**config.mk**
```make
export PLATFORM = sky130hd
export DESIGN_NAME = muldiv_ctrl
export DESIGN_NICKNAME = d
export VERILOG_FILES = /design/src/rtl/muldiv_pkg.sv /design/src/rtl/muldiv_iter.sv /design/src/rtl/muldiv_ctrl.sv
export SDC_FILE = /design/constraint.sdc
export NUM_CORES = 1
export LEC_CHECK = 0
export ABC_AREA = 1
export ABC_CLOCK_PERIOD_IN_PS = 4700
export BUFFER_PORTS_ARGS = -buffer_cell sky130_fd_sc_hd__buf_2
export CORE_MARGIN = 2
export CORE_UTILIZATION = 39
export DETAILED_ROUTE_END_ITERATION = 7
export SYNTH_ARGS = -nofsm -noshare
export SYNTH_HDL_FRONTEND = slang
export SYNTH_HIERARCHICAL = 1
export SYNTH_SLANG_ARGS = --single-unit
export TNS_END_PERCENT = 30
```
**constraint.sdc**
```tcl
create_clock -name clk_i -period 4.7 [get_ports clk_i]
set_input_delay 0.47 -clock clk_i [delete_from_list [all_inputs] [get_ports clk_i]]
set_output_delay 0.47 -clock clk_i [all_outputs]
set_load 0.02 [all_outputs]
```
**src/rtl/muldiv_pkg.sv**
```systemverilog
// Shared encodings for the multi-cycle multiply/divide unit.
// Op codes, FSM state enum and default operand width.
package muldiv_pkg;

   localparam int DEF_WIDTH = 32;

   typedef enum logic [1:0] {
      OP_MULTU = 2'b00,
      OP_MULT  = 2'b01,
      OP_DIVU  = 2'b10,
      OP_DIV   = 2'b11
   } op_e;

   typedef enum logic [1:0] {
      S_IDLE = 2'b00,
      S_CALC = 2'b01,
      S_FIX  = 2'b10,
      S_DONE = 2'b11
   } state_e;

endpackage

```
**src/rtl/muldiv_iter.sv**
```systemverilog
// One combinational iteration of shift-add multiply or restoring divide.
// Ports: is_div mode, acc {hi,lo} state, opnd multiplicand/divisor,
// acc_next next state (quotient slot left 0), q_bit new quotient bit.
module muldiv_iter
   import muldiv_pkg::*;
#(
   parameter int WIDTH = DEF_WIDTH
) (
   input  logic               is_div,
   input  logic [2*WIDTH-1:0] acc,
   input  logic [WIDTH-1:0]   opnd,
   output logic [2*WIDTH-1:0] acc_next,
   output logic               q_bit
);

   logic [WIDTH-1:0] upper;
   logic [WIDTH-1:0] lower;
   logic [WIDTH:0]   sum;
   logic [WIDTH:0]   rem_sh;
   logic [WIDTH-1:0] diff;

   always_comb begin
      upper  = acc[2*WIDTH-1:WIDTH];
      lower  = acc[WIDTH-1:0];
      sum    = {1'b0, upper} + (lower[0] ? {1'b0, opnd} : '0);
      // Trial subtraction needs one extra bit for the shifted remainder.
      rem_sh = {upper, lower[WIDTH-1]};
      q_bit  = rem_sh >= {1'b0, opnd};
      // When q_bit is set the true difference fits in WIDTH bits.
      diff   = rem_sh[WIDTH-1:0] - opnd;
      if (is_div) begin
         acc_next = {(q_bit ? diff : rem_sh[WIDTH-1:0]),
                     lower[WIDTH-2:0], 1'b0};
      end else begin
         acc_next = {sum, lower[WIDTH-1:1]};
      end
   end

endmodule

```
**src/rtl/muldiv_ctrl.sv**
```systemverilog
// Multi-cycle MULT/MULTU/DIV/DIVU sequencer with HI/LO result registers.
// Ports: clk_i, rst_i (sync, high), start_i/op_i/src1_i/src2_i request,
// flush_i abort, busy_o stall, done_o result pulse, hi_o/lo_o results.
module muldiv_ctrl
   import muldiv_pkg::*;
#(
   parameter int WIDTH = DEF_WIDTH
) (
   input  logic             clk_i,
   input  logic             rst_i,
   input  logic             start_i,
   input  logic [1:0]       op_i,
   input  logic [WIDTH-1:0] src1_i,
   input  logic [WIDTH-1:0] src2_i,
   input  logic             flush_i,
   output logic             busy_o,
   output logic             done_o,
   output logic [WIDTH-1:0] hi_o,
   output logic [WIDTH-1:0] lo_o
);

   state_e             state_q, state_d;
   op_e                op_q, op_in;
   logic               s1_q, s2_q;
   logic [5:0]         cnt_q;
   logic [2*WIDTH-1:0] acc_q, acc_nx;
   logic [WIDTH-1:0]   opnd_q;
   logic [WIDTH-1:0]   hi_q, lo_q;
   logic               q_bit;
   logic               is_div, dz;
   logic               in_div, in_sgn, in_s1, in_s2;
   logic [WIDTH-1:0]   mag1, mag2;
   logic [2*WIDTH-1:0] prod;
   logic [WIDTH-1:0]   rem, quo;
   logic [WIDTH-1:0]   fix_hi, fix_lo;

   muldiv_iter #(.WIDTH(WIDTH)) u_iter (
      .is_div   (is_div),
      .acc      (acc_q),
      .opnd     (opnd_q),
      .acc_next (acc_nx),
      .q_bit    (q_bit)
   );

   // Request decode: signed ops work on magnitudes plus sign flags.
   always_comb begin
      op_in  = op_e'(op_i);
      in_div = (op_in == OP_DIVU) || (op_in == OP_DIV);
      in_sgn = (op_in == OP_MULT) || (op_in == OP_DIV);
      in_s1  = in_sgn & src1_i[WIDTH-1];
      in_s2  = in_sgn & src2_i[WIDTH-1];
      mag1   = in_s1 ? -src1_i : src1_i;
      mag2   = in_s2 ? -src2_i : src2_i;
   end

   assign is_div = (op_q == OP_DIVU) || (op_q == OP_DIV);
   assign dz     = (opnd_q == '0);

   always_comb begin
      state_d = state_q;
      busy_o  = 1'b1;
      done_o  = 1'b0;
      unique case (state_q)
         S_IDLE: begin
            busy_o = 1'b0;
            if (start_i && !flush_i) state_d = S_CALC;
         end
         S_CALC: begin
            if (flush_i)                      state_d = S_IDLE;
            else if (cnt_q == 6'(WIDTH - 1))  state_d = S_FIX;
         end
         S_FIX: begin
            state_d = flush_i ? S_IDLE : S_DONE;
         end
         S_DONE: begin
            done_o  = 1'b1;
            state_d = S_IDLE;
         end
         default: state_d = S_IDLE;
      endcase
   end

   always_ff @(posedge clk_i) begin
      if (rst_i) state_q <= S_IDLE;
      else       state_q <= state_d;
   end

   // Sign fix-up; a zero divisor reports the dividend and all-ones.
   always_comb begin
      rem    = acc_q[2*WIDTH-1:WIDTH];
      quo    = acc_q[WIDTH-1:0];
      prod   = acc_q;
      fix_hi = rem;
      fix_lo = quo;
      unique case (1'b1)
         (!is_div): begin
            prod   = (s1_q ^ s2_q) ? -acc_q : acc_q;
            fix_hi = prod[2*WIDTH-1:WIDTH];
            fix_lo = prod[WIDTH-1:0];
         end
         (is_div && dz): begin
            fix_hi = s1_q ? -rem : rem;
            fix_lo = '1;
         end
         (is_div && !dz): begin
            fix_hi = s1_q ? -rem : rem;
            fix_lo = (s1_q ^ s2_q) ? -quo : quo;
         end
         default: ;
      endcase
   end

   always_ff @(posedge clk_i) begin
      if (rst_i) begin
         op_q   <= OP_MULTU;
         s1_q   <= 1'b0;
         s2_q   <= 1'b0;
         cnt_q  <= '0;
         acc_q  <= '0;
         opnd_q <= '0;
         hi_q   <= '0;
         lo_q   <= '0;
      end else begin
         if (state_q == S_IDLE && state_d == S_CALC) begin
            op_q   <= op_in;
            s1_q   <= in_s1;
            s2_q   <= in_s2;
            cnt_q  <= '0;
            // Multiply shifts the multiplier out of LO; divide
            // shifts the dividend out of LO into the remainder.
            acc_q  <= {{WIDTH{1'b0}}, in_div ? mag1 : mag2};
            opnd_q <= in_div ? mag2 : mag1;
         end
         if (state_q == S_CALC) begin
            acc_q <= {acc_nx[2*WIDTH-1:1], is_div ? q_bit : acc_nx[0]};
            cnt_q <= cnt_q + 6'd1;
         end
         if (state_q == S_FIX && !flush_i) begin
            hi_q <= fix_hi;
            lo_q <= fix_lo;
         end
      end
   end

   assign hi_o = hi_q;
   assign lo_o = lo_q;

endmodule

```
### After elaboration in Yosys (flattened, before gate mapping)

Cells that the tools add are included.

* equality and inequality tests: 10
* reduce and logical (&&, ||, !) cells: 15
* muxes and demuxes: 24
* bitwise logic cells: 3
* add/sub/neg operators: 8
* order comparisons: 1

Operators with widths (number)
* 32-bit 2-to-1 mux: 8
* 64-bit 2-to-1 mux: 4
* 32-bit negator: 4
* 32-bit case mux with 3 select lines: 1
* 64-bit negator: 1
* 32-bit case mux with 2 select lines: 1
* 32-bit by 33-bit adder with 33-bit output: 1
* 33-bit by 32-bit greater-or-equal comparator with 1-bit output: 1
* 32-bit logical NOT: 1
* 32-bit subtractor: 1
* 2-bit equality test, second input constant: 6
* 6-bit 2-to-1 mux: 2
* 2-bit 2-to-1 mux: 4
* 2-bit case mux with 4 select lines: 1
* 6-bit by 1-bit adder with 6-bit output, second input constant: 1
* 2-bit by 1-bit equality test with 1-bit output, second input constant: 3
* 6-bit by 5-bit equality test with 1-bit output, second input constant: 1
* 1-bit logical AND: 5
* 1-bit logical NOT: 3
* 1-bit logical OR: 3
* 1-bit 2-to-1 mux: 3
* 1-bit AND: 2
* 2-bit logical NOT: 1
* 2-bit nonzero test: 1
* other kinds (2): 2

* bits of input ports: 70
* register bits after elaboration: 172
* word-level logic and storage cells: 70
* output and inout bits: 66

### Longest topological paths before layout

Gate-level depths: netlist of the first run.

* depth in word-level cells: 8
* mapped depth: 19
* depth with buffers taken out: 18

### Cells and area by module

The synthesis of the first run kept the hierarchy.

By module, submodules not included
* muldiv_ctrl: cells each 2000, sequential area each 3423.3 um^2, instances 1, area an instance 11857.6 um^2
* muldiv_iter: cells each 1278, sequential area each 0.0 um^2, instances 1, area an instance 6193.4 um^2

### Worst setup path after synthesis of the first run

No wires, ideal clock.

* kind: register to register
* start point: register acc_q[0]
* end point: register acc_q[39]
* clock period less this slack: 2452 ps
* stages on the path, launching flop included: 17
* data arrival time: 2320 ps
* setup time: 132 ps
* slack: 2248 ps
* cells stage by stage: dfxtp_1 > clkbuf_1 > clkbuf_1 > nand2_1 > inv_1 > ha_1 > fa_1 > nand2_1 > nand2_1 > and2_1 > a21oi_1 > inv_1 > or2_2 > nand3_1 > nand2_1 > nand2_1 > a21oi_1

* longest elaborated chain between the ends: 4

Ends and longest elaborated chain
* start, declared: line muldiv_ctrl.sv:26 `logic [2*WIDTH-1:0] acc_q, acc_nx;`
* start signal, assigned: line muldiv_ctrl.sv:131 `acc_q <= {{WIDTH{1'b0}}, in_div ? mag1 : mag2};`
* start signal, assigned: line muldiv_ctrl.sv:135 `acc_q <= {acc_nx[2*WIDTH-1:1], is_div ? q_bit : acc_nx[0]};`
* 32-bit 2-to-1 mux: line muldiv_iter.sv:25 `sum = {1'b0, upper} + (lower[0] ? {1'b0, opnd} : '0);`
* 32-bit by 33-bit adder with 33-bit output: line muldiv_iter.sv:25
* 64-bit 2-to-1 mux: line muldiv_iter.sv:31 `if (is_div) begin`
* named net acc_nx[39]: line muldiv_ctrl.sv:26
* 64-bit 2-to-1 mux: line muldiv_ctrl.sv:134 `if (state_q == S_CALC) begin`

The timed path passes the listed nets, and every way through them passes these cells.
A chain may end at the register's enable or synchronous reset.

### Final worst setup path of the first run

* start point: register state_q[0]
* end point: register acc_q[8]

* longest elaborated chain between the ends: 6
* elaborated cells between the ends (all ways): 12

Ends and longest elaborated chain
* start, declared: line muldiv_ctrl.sv:22 `state_e state_q, state_d;`
* start signal, assigned: line muldiv_ctrl.sv:85 `else state_q <= state_d;`
* 2-bit 2-to-1 mux: line muldiv_ctrl.sv:70 `else if (cnt_q == 6'(WIDTH - 1)) state_d = S_FIX;`
* 2-bit 2-to-1 mux: line muldiv_ctrl.sv:69 `if (flush_i) state_d = S_IDLE;`
* 2-bit case mux with 4 select lines: line muldiv_ctrl.sv:63 `unique case (state_q)`
* 2-bit by 1-bit equality test with 1-bit output: line muldiv_ctrl.sv:124 `if (state_q == S_IDLE && state_d == S_CALC) begin`
* 1-bit logical AND: line muldiv_ctrl.sv:124
* 2-bit nonzero test (no source line)

Parallel ways exist; a longest one is shown, timed or not.

==> flow_summary.toml, run 1 <==
[worst_setup_path]
critPathLaunchType = "register"
cp.arrival_ns = 3.54
cp_common_cell = "nand2_1"
cp-end-kind = "register"
cp_top_family = "simple AND/OR/NAND/NOR gates"
worstPathCellList = "nor2_2 > nand3_2 > nand2_1 > inv_2 > a32o_1 > a21oi_1 > o21ai_0 > nand2_1 > inv_1"
cp_max_fo = 54
cp.required_ns = 5.07
crit_slowest_cell = "nand2_1"
path_class = "reg -> reg"
crit_buf_inv = 2
max_stage_delay_ns = 0.67

[clocking]
clock_sinks = 171
cts-resized-gates = 0
root_buffer = "clkbuf_16"
htree_levels = 4
post_cts_buffers = 0
ctsLongestPathBuffers = 2
clk_pin_slew_worst_paths_ns = 0.08
cts_tree = "built"
clk_latency_ns = 0.47
hold_buffers = 0
cts_made_buffers = 17

[run_status]
status = "complete, no violations"

[floorplan]
die-height_um = 219
core_um2 = 45600
rows = 78
num_io_pins = 136
start_util_pct = 39.6
die_area_um2 = 48000
die_w_um = 219

[synthesis]
synth_cell_types = 56
yosys-top-cells-area = "nand2_1 (24%), dfxtp_1 (19%), inv_1 (9.3%)"
synthTopCellsByCount = "nand2_1 (1146), inv_1 (448), nor2_1 (335)"
synthArstFlopShare_pct = 0
syn-cell-area_um2 = 18100
synth_cells = 3278
synth.largest_area_cell = "nand2_1"
yosys_warnings = 6
synth-seq-cells = 171
synth_ff_type = "dfxtp_1"
syn_avg_cell_area_um2 = 5.51
synth-edff-count = 0
yosysSeqAreaShare_pct = 19.0
yosysMostFrequentCell = "nand2_1"
synth_top_area_share_pct = 23.8
syn_nets = 3419

[timing]
fmaxAchievable_mhz = 315
tns_ns = 0
whs_ns = 0.393
hold_viol = 0
min_period_over_period_pct = 67.5
rsz0062_at_grt = "false"
fin_skew_ns = 0.0162
maxSlewViolCount = 0
period_minus_slack_ns = 3.17
worstMarginPinSlew_ns = 1.03
slew_headroom_pct = 31.3
setup_viol = 0

[finish]
design_area_um2 = 19700
antennaDiodeCount = 0
area_growth_pct = 9.00
fin_util_pct = 43.2
fillers = 5136
drive_gt1_share_pct = 8.71
fin_nets = 3480

[global_route]
grt_pass1_wl_mm = 107
grt_max_degree = 97
grt_pass1_vias = 19000
antenna_found_initial = 0
grt_util_all_layers_pct = 28.9
grt_overflow = 0

[route]
wl_per_cell_um = 17.6
vias_per_cell = 5.28
vias = 20900
firstDrtPassIters = 8
drt_iter0_drc = 2375
drt-total-wl_mm = 69.5
drc_errors = 0
ant_nets = 0

[placed_design]
hpwl_mm = 55.1
place_congestion = 0.991
port_buffers = 135
place_area_um2 = 19100

[power_and_ir_drop]
leakagePower_nw = 10.6
cellPowerDensity_nw_per_um2 = 260
ir_drop_mv = 0.193

[hold_path]
hold_path_class = "in -> reg"

[job]
drv_cap = 0
-- final cells by class --
class	instances	area, um2	share of cell area [%]
Clock buffer	18	439	2.23
Clock inverter	14	175	0.890
Inverter	471	1770	9.00
Multi-Input combinational cell	2527	12300	62.5
Sequential cell	171	3430	17.4
Tap cell	600	751	3.82
Timing Repair Buffer	151	808	4.11
-- placed cells by master (no fill, tap or decap), types with 5 or more instances in the layout --
| cell | instances |
|---|---|
| a21oi_1 | 159 |
| a21oi_2 | 6 |
| a221oi_1 | 6 |
| a22oi_1 | 8 |
| a31oi_1 | 12 |
| buf_2 | 135 |
| buf_4 | 15 |
| clkbuf_16 | 17 |
| dfxtp_1 | 170 |
| ha_1 | 69 |
| inv_1 | 448 |
| inv_2 | 21 |
| nand2_1 | 1146 |
| nand2_2 | 22 |
| nand3_1 | 264 |
| nand3b_1 | 39 |
| nand4_1 | 41 |
| nor2_1 | 334 |
| nor2_2 | 24 |
| nor2_4 | 6 |
| nor3_1 | 14 |
| nor4_1 | 5 |
| o211ai_1 | 11 |
| o21a_1 | 19 |
| o21ai_0 | 185 |
| o21ai_1 | 11 |
| o21bai_1 | 21 |
| or2_2 | 9 |
| xnor2_1 | 25 |
| xor2_1 | 49 |
-- cell families (layout without fill, tap and decap cells) --
| logic type | Yosys count | after routing | synth area share (%) |
|---|---|---|---|
| AND/OR/NAND/NOR | 1922 | 1922 | 45.2 |
| buffers and inverters | 580 | 654 | 12.9 |
| AO/OA/AOI/OAI | 460 | 460 | 14.4 |
| flip-flops | 171 | 171 | 19.0 |
| XOR/XNOR | 74 | 74 | 3.59 |
| adder cells (fa/ha/maj) | 71 | 71 | 5.00 |
-- report_power, final --
group	switching, W	internal [W]
clock	0.000712	0.000819
sequential	0.000111	0.00149
combinational	0.00138	0.000605
-- stage by stage --
stage | setup WS (ns) | power, W | std cells
6_report | 1.53 | 0.00511 | 3952
5_1_grt | 1.26 | 0.00543 | 3952
4_1_cts | 1.58 | 0.00509 | 3952
3_5_place_dp | 1.45 | 0.00357 | 3920
3_3_place_gp | 1.52 | 0.00356 | 3920
2_1_floorplan | 2.25 | 0.00306 | 3278
-- worst min-delay path: stages --
cell       delay, ns
buf_2           0.13
o21ai_0         0.15
a2111oi_0       0.06
-- per-layer routing --
layer | global-route usage (%) | up-vias | wire [um]
met4 | 11.9 | 0 | 2900
met2 | 46.8 | 873 | 31400
met5 | 0 | - | 0
met3 | 4.17 | 139 | 5440
li1 | - | 10500 | -
met1 | 38.5 | 9380 | 29800
-- sequential cells by signal (all words and copies together) (netlist names) --
signal and cells:
opnd_q 32, lo_o 32, op_q 1, s1_q 1, s2_q 1, hi_o 32, acc_q 64, cnt_q 6
state_q 2
-- path summary, 6_finish.rpt --
check                           cells after the start             startpoint                     to  slack (ns)
worst max-delay path                                9  state_q[0]$_SDFF_PP0_  acc_q[8]$_SDFFE_PP0P_        1.53
worst min register to register                      2  cnt_q[4]$_SDFFE_PP0P_  cnt_q[4]$_SDFFE_PP0P_        0.49
worst min-delay path                                3                start_i  state_q[0]$_SDFF_PP0_        0.39
worst max register to register                      9  state_q[0]$_SDFF_PP0_  acc_q[8]$_SDFFE_PP0P_        1.53
No activity file was read; power rests on OpenSTA's default activity.
==> run 2, diff against run 1 <==
Settings changed: ABC_CLOCK_PERIOD_IN_PS 4700 to 3100.
Clock period 4.7 ns to 3.1 ns, I/O delays scaled along.
==> flow_summary.toml, run 2 (synthesis gave the netlist of run 1 again) <==
[floorplan]
core_um2 = 45600
die_area_um2 = 48000
start_util_pct = 39.6
rows = 78
num_io_pins = 136
die-height_um = 219
die_w_um = 219

[timing]
tns_ns = 0
min_period_over_period_pct = 91.9
maxSlewViolCount = 0
period_minus_slack_ns = 2.85
hold_viol = 0
slew_headroom_pct = 47.7
rsz0062_at_grt = "false"
worstMarginPinSlew_ns = 0.785
setup_viol = 0
fin_skew_ns = 0.0149
fmaxAchievable_mhz = 351
whs_ns = 0.194

[finish]
antennaDiodeCount = 0
largest_register_ff_count = 64
top_register = "acc_q"
design_area_um2 = 20100
stdcell_count = 4014
layout_commonest_cell = "nand2_1"
area_growth_pct = 11.6
final_cell_mix = "nand2_1 (1146), inv_1 (448), nor2_1 (334)"
drive_gt1_share_pct = 10.3
fin_nets = 3542

[global_route]
antenna_found_initial = 0
grt_max_degree = 97
grt_pass1_wl_mm = 114
grt_util_all_layers_pct = 31.0
grt_overflow = 0
grt_pass1_vias = 19600

[route]
vias_per_cell = 5.35
firstDrtPassIters = 6
drt_iter0_drc = 2395
ant_nets = 0
vias = 21500
drt-total-wl_mm = 74.5
drc_errors = 0
wl_per_cell_um = 18.6

[clocking]
cts-resized-gates = 0
clk_latency_ns = 0.48
ctsLongestPathBuffers = 2
htree_levels = 4
clock_sinks = 171
clk_pin_slew_worst_paths_ns = 0.08
hold_buffers = 0
cts_tree = "built"
cts_made_buffers = 17
root_buffer = "clkbuf_16"
post_cts_buffers = 0

[placed_design]
port_buffers = 135
placed_cells = 3982
place_area_um2 = 19500
hpwl_mm = 59.6
place_congestion = 1.04

[worst_setup_path]
cp.required_ns = 3.50
cp_common_cell = "nand2_1"
crit_buf_inv = 2
max_stage_delay_ns = 0.34
cp_max_fo = 23
reg2reg_slack_ns = 0.25
crit_slowest_cell = "dfxtp_1"
cp-end-kind = "register"
cp.arrival_ns = 3.25
critPathLaunchType = "register"
worstPathCellList = "buf_4 > nand2_1 > inv_1 > ha_1 > a21oi_1 > nor2_1 > nor2_1 > nand2_1 > nand3_1 > nand2_1 > nand2_1 > nand2_1 > nand2_1 > nand3_1 > nand2_1 > nand2_1 > a21oi_1"
path_class = "reg -> reg"
cp_top_family = "simple AND/OR/NAND/NOR gates"

[hold_path]
hold_path_class = "in -> reg"

[job]
drv_cap = 0

[run_status]
status = "complete, no violations"

[power_and_ir_drop]
cellPowerDensity_nw_per_um2 = 394
leakagePower_nw = 10.9
ir_drop_mv = 0.339
-- run 2: layer usage --
metal / track usage [%] / wire length (um) / vias up
li1: - / - / 10600
met1: 41.0 / 31800 / 9669
met2: 50.2 / 33200 / 1018
met3: 5.70 / 6580 / 161
met4: 11.3 / 2910 / 0
met5: 0 / 0 / -
-- run 2: worst paths after layout --
kind / from / end / depth (start not counted)
min reg2reg: cnt_q[5]$_SDFFE_PP0P_ / cnt_q[5]$_SDFFE_PP0P_ / 2
max: acc_q[0]$_SDFFE_PP0P_ / acc_q[62]$_SDFFE_PP0P_ / 17
max reg2reg: acc_q[0]$_SDFFE_PP0P_ / acc_q[62]$_SDFFE_PP0P_ / 17
min: start_i / state_q[0]$_SDFF_PP0_ / 3
-- run 2: stage by stage --
| step | utilization, % | total power, W | setup slack [ns] |
|---|---|---|---|
| floorplan | - | 0.00464 | 0.648 |
| global placement | 42.9 | 0.00555 | 0.339 |
| detailed placement | 42.9 | 0.00554 | 0.331 |
| CTS | 44.2 | 0.00783 | 0.308 |
| global route | 44.2 | 0.00835 | 0.0369 |
| finish | 44.2 | 0.00793 | 0.250 |
-- run 2: power by group --
group	internal (W)	leakage (nW)	switching [W]	total [W]
combinational	0.000974	9.24	0.00226	0.00323
clock	0.00124	0.292	0.00109	0.00233
sequential	0.00226	1.39	0.000116	0.00237
total	0.00447	10.9	0.00346	0.00793
-- run 2: cell type report --
class | count | area [um2]
repair buffers | 213 | 1290
flip-flops and latches | 171 | 3430
inverters | 471 | 1770
clock inverters | 12 | 154
clock buffers | 20 | 447
fillers | 5131 | 25400
multi-input cells | 2527 | 12300
well taps | 600 | 751
-- run 2: tightest hold or removal path: stages --
cell       delay, ns
buf_2           0.12
o21ai_0         0.14
a2111oi_0       0.05
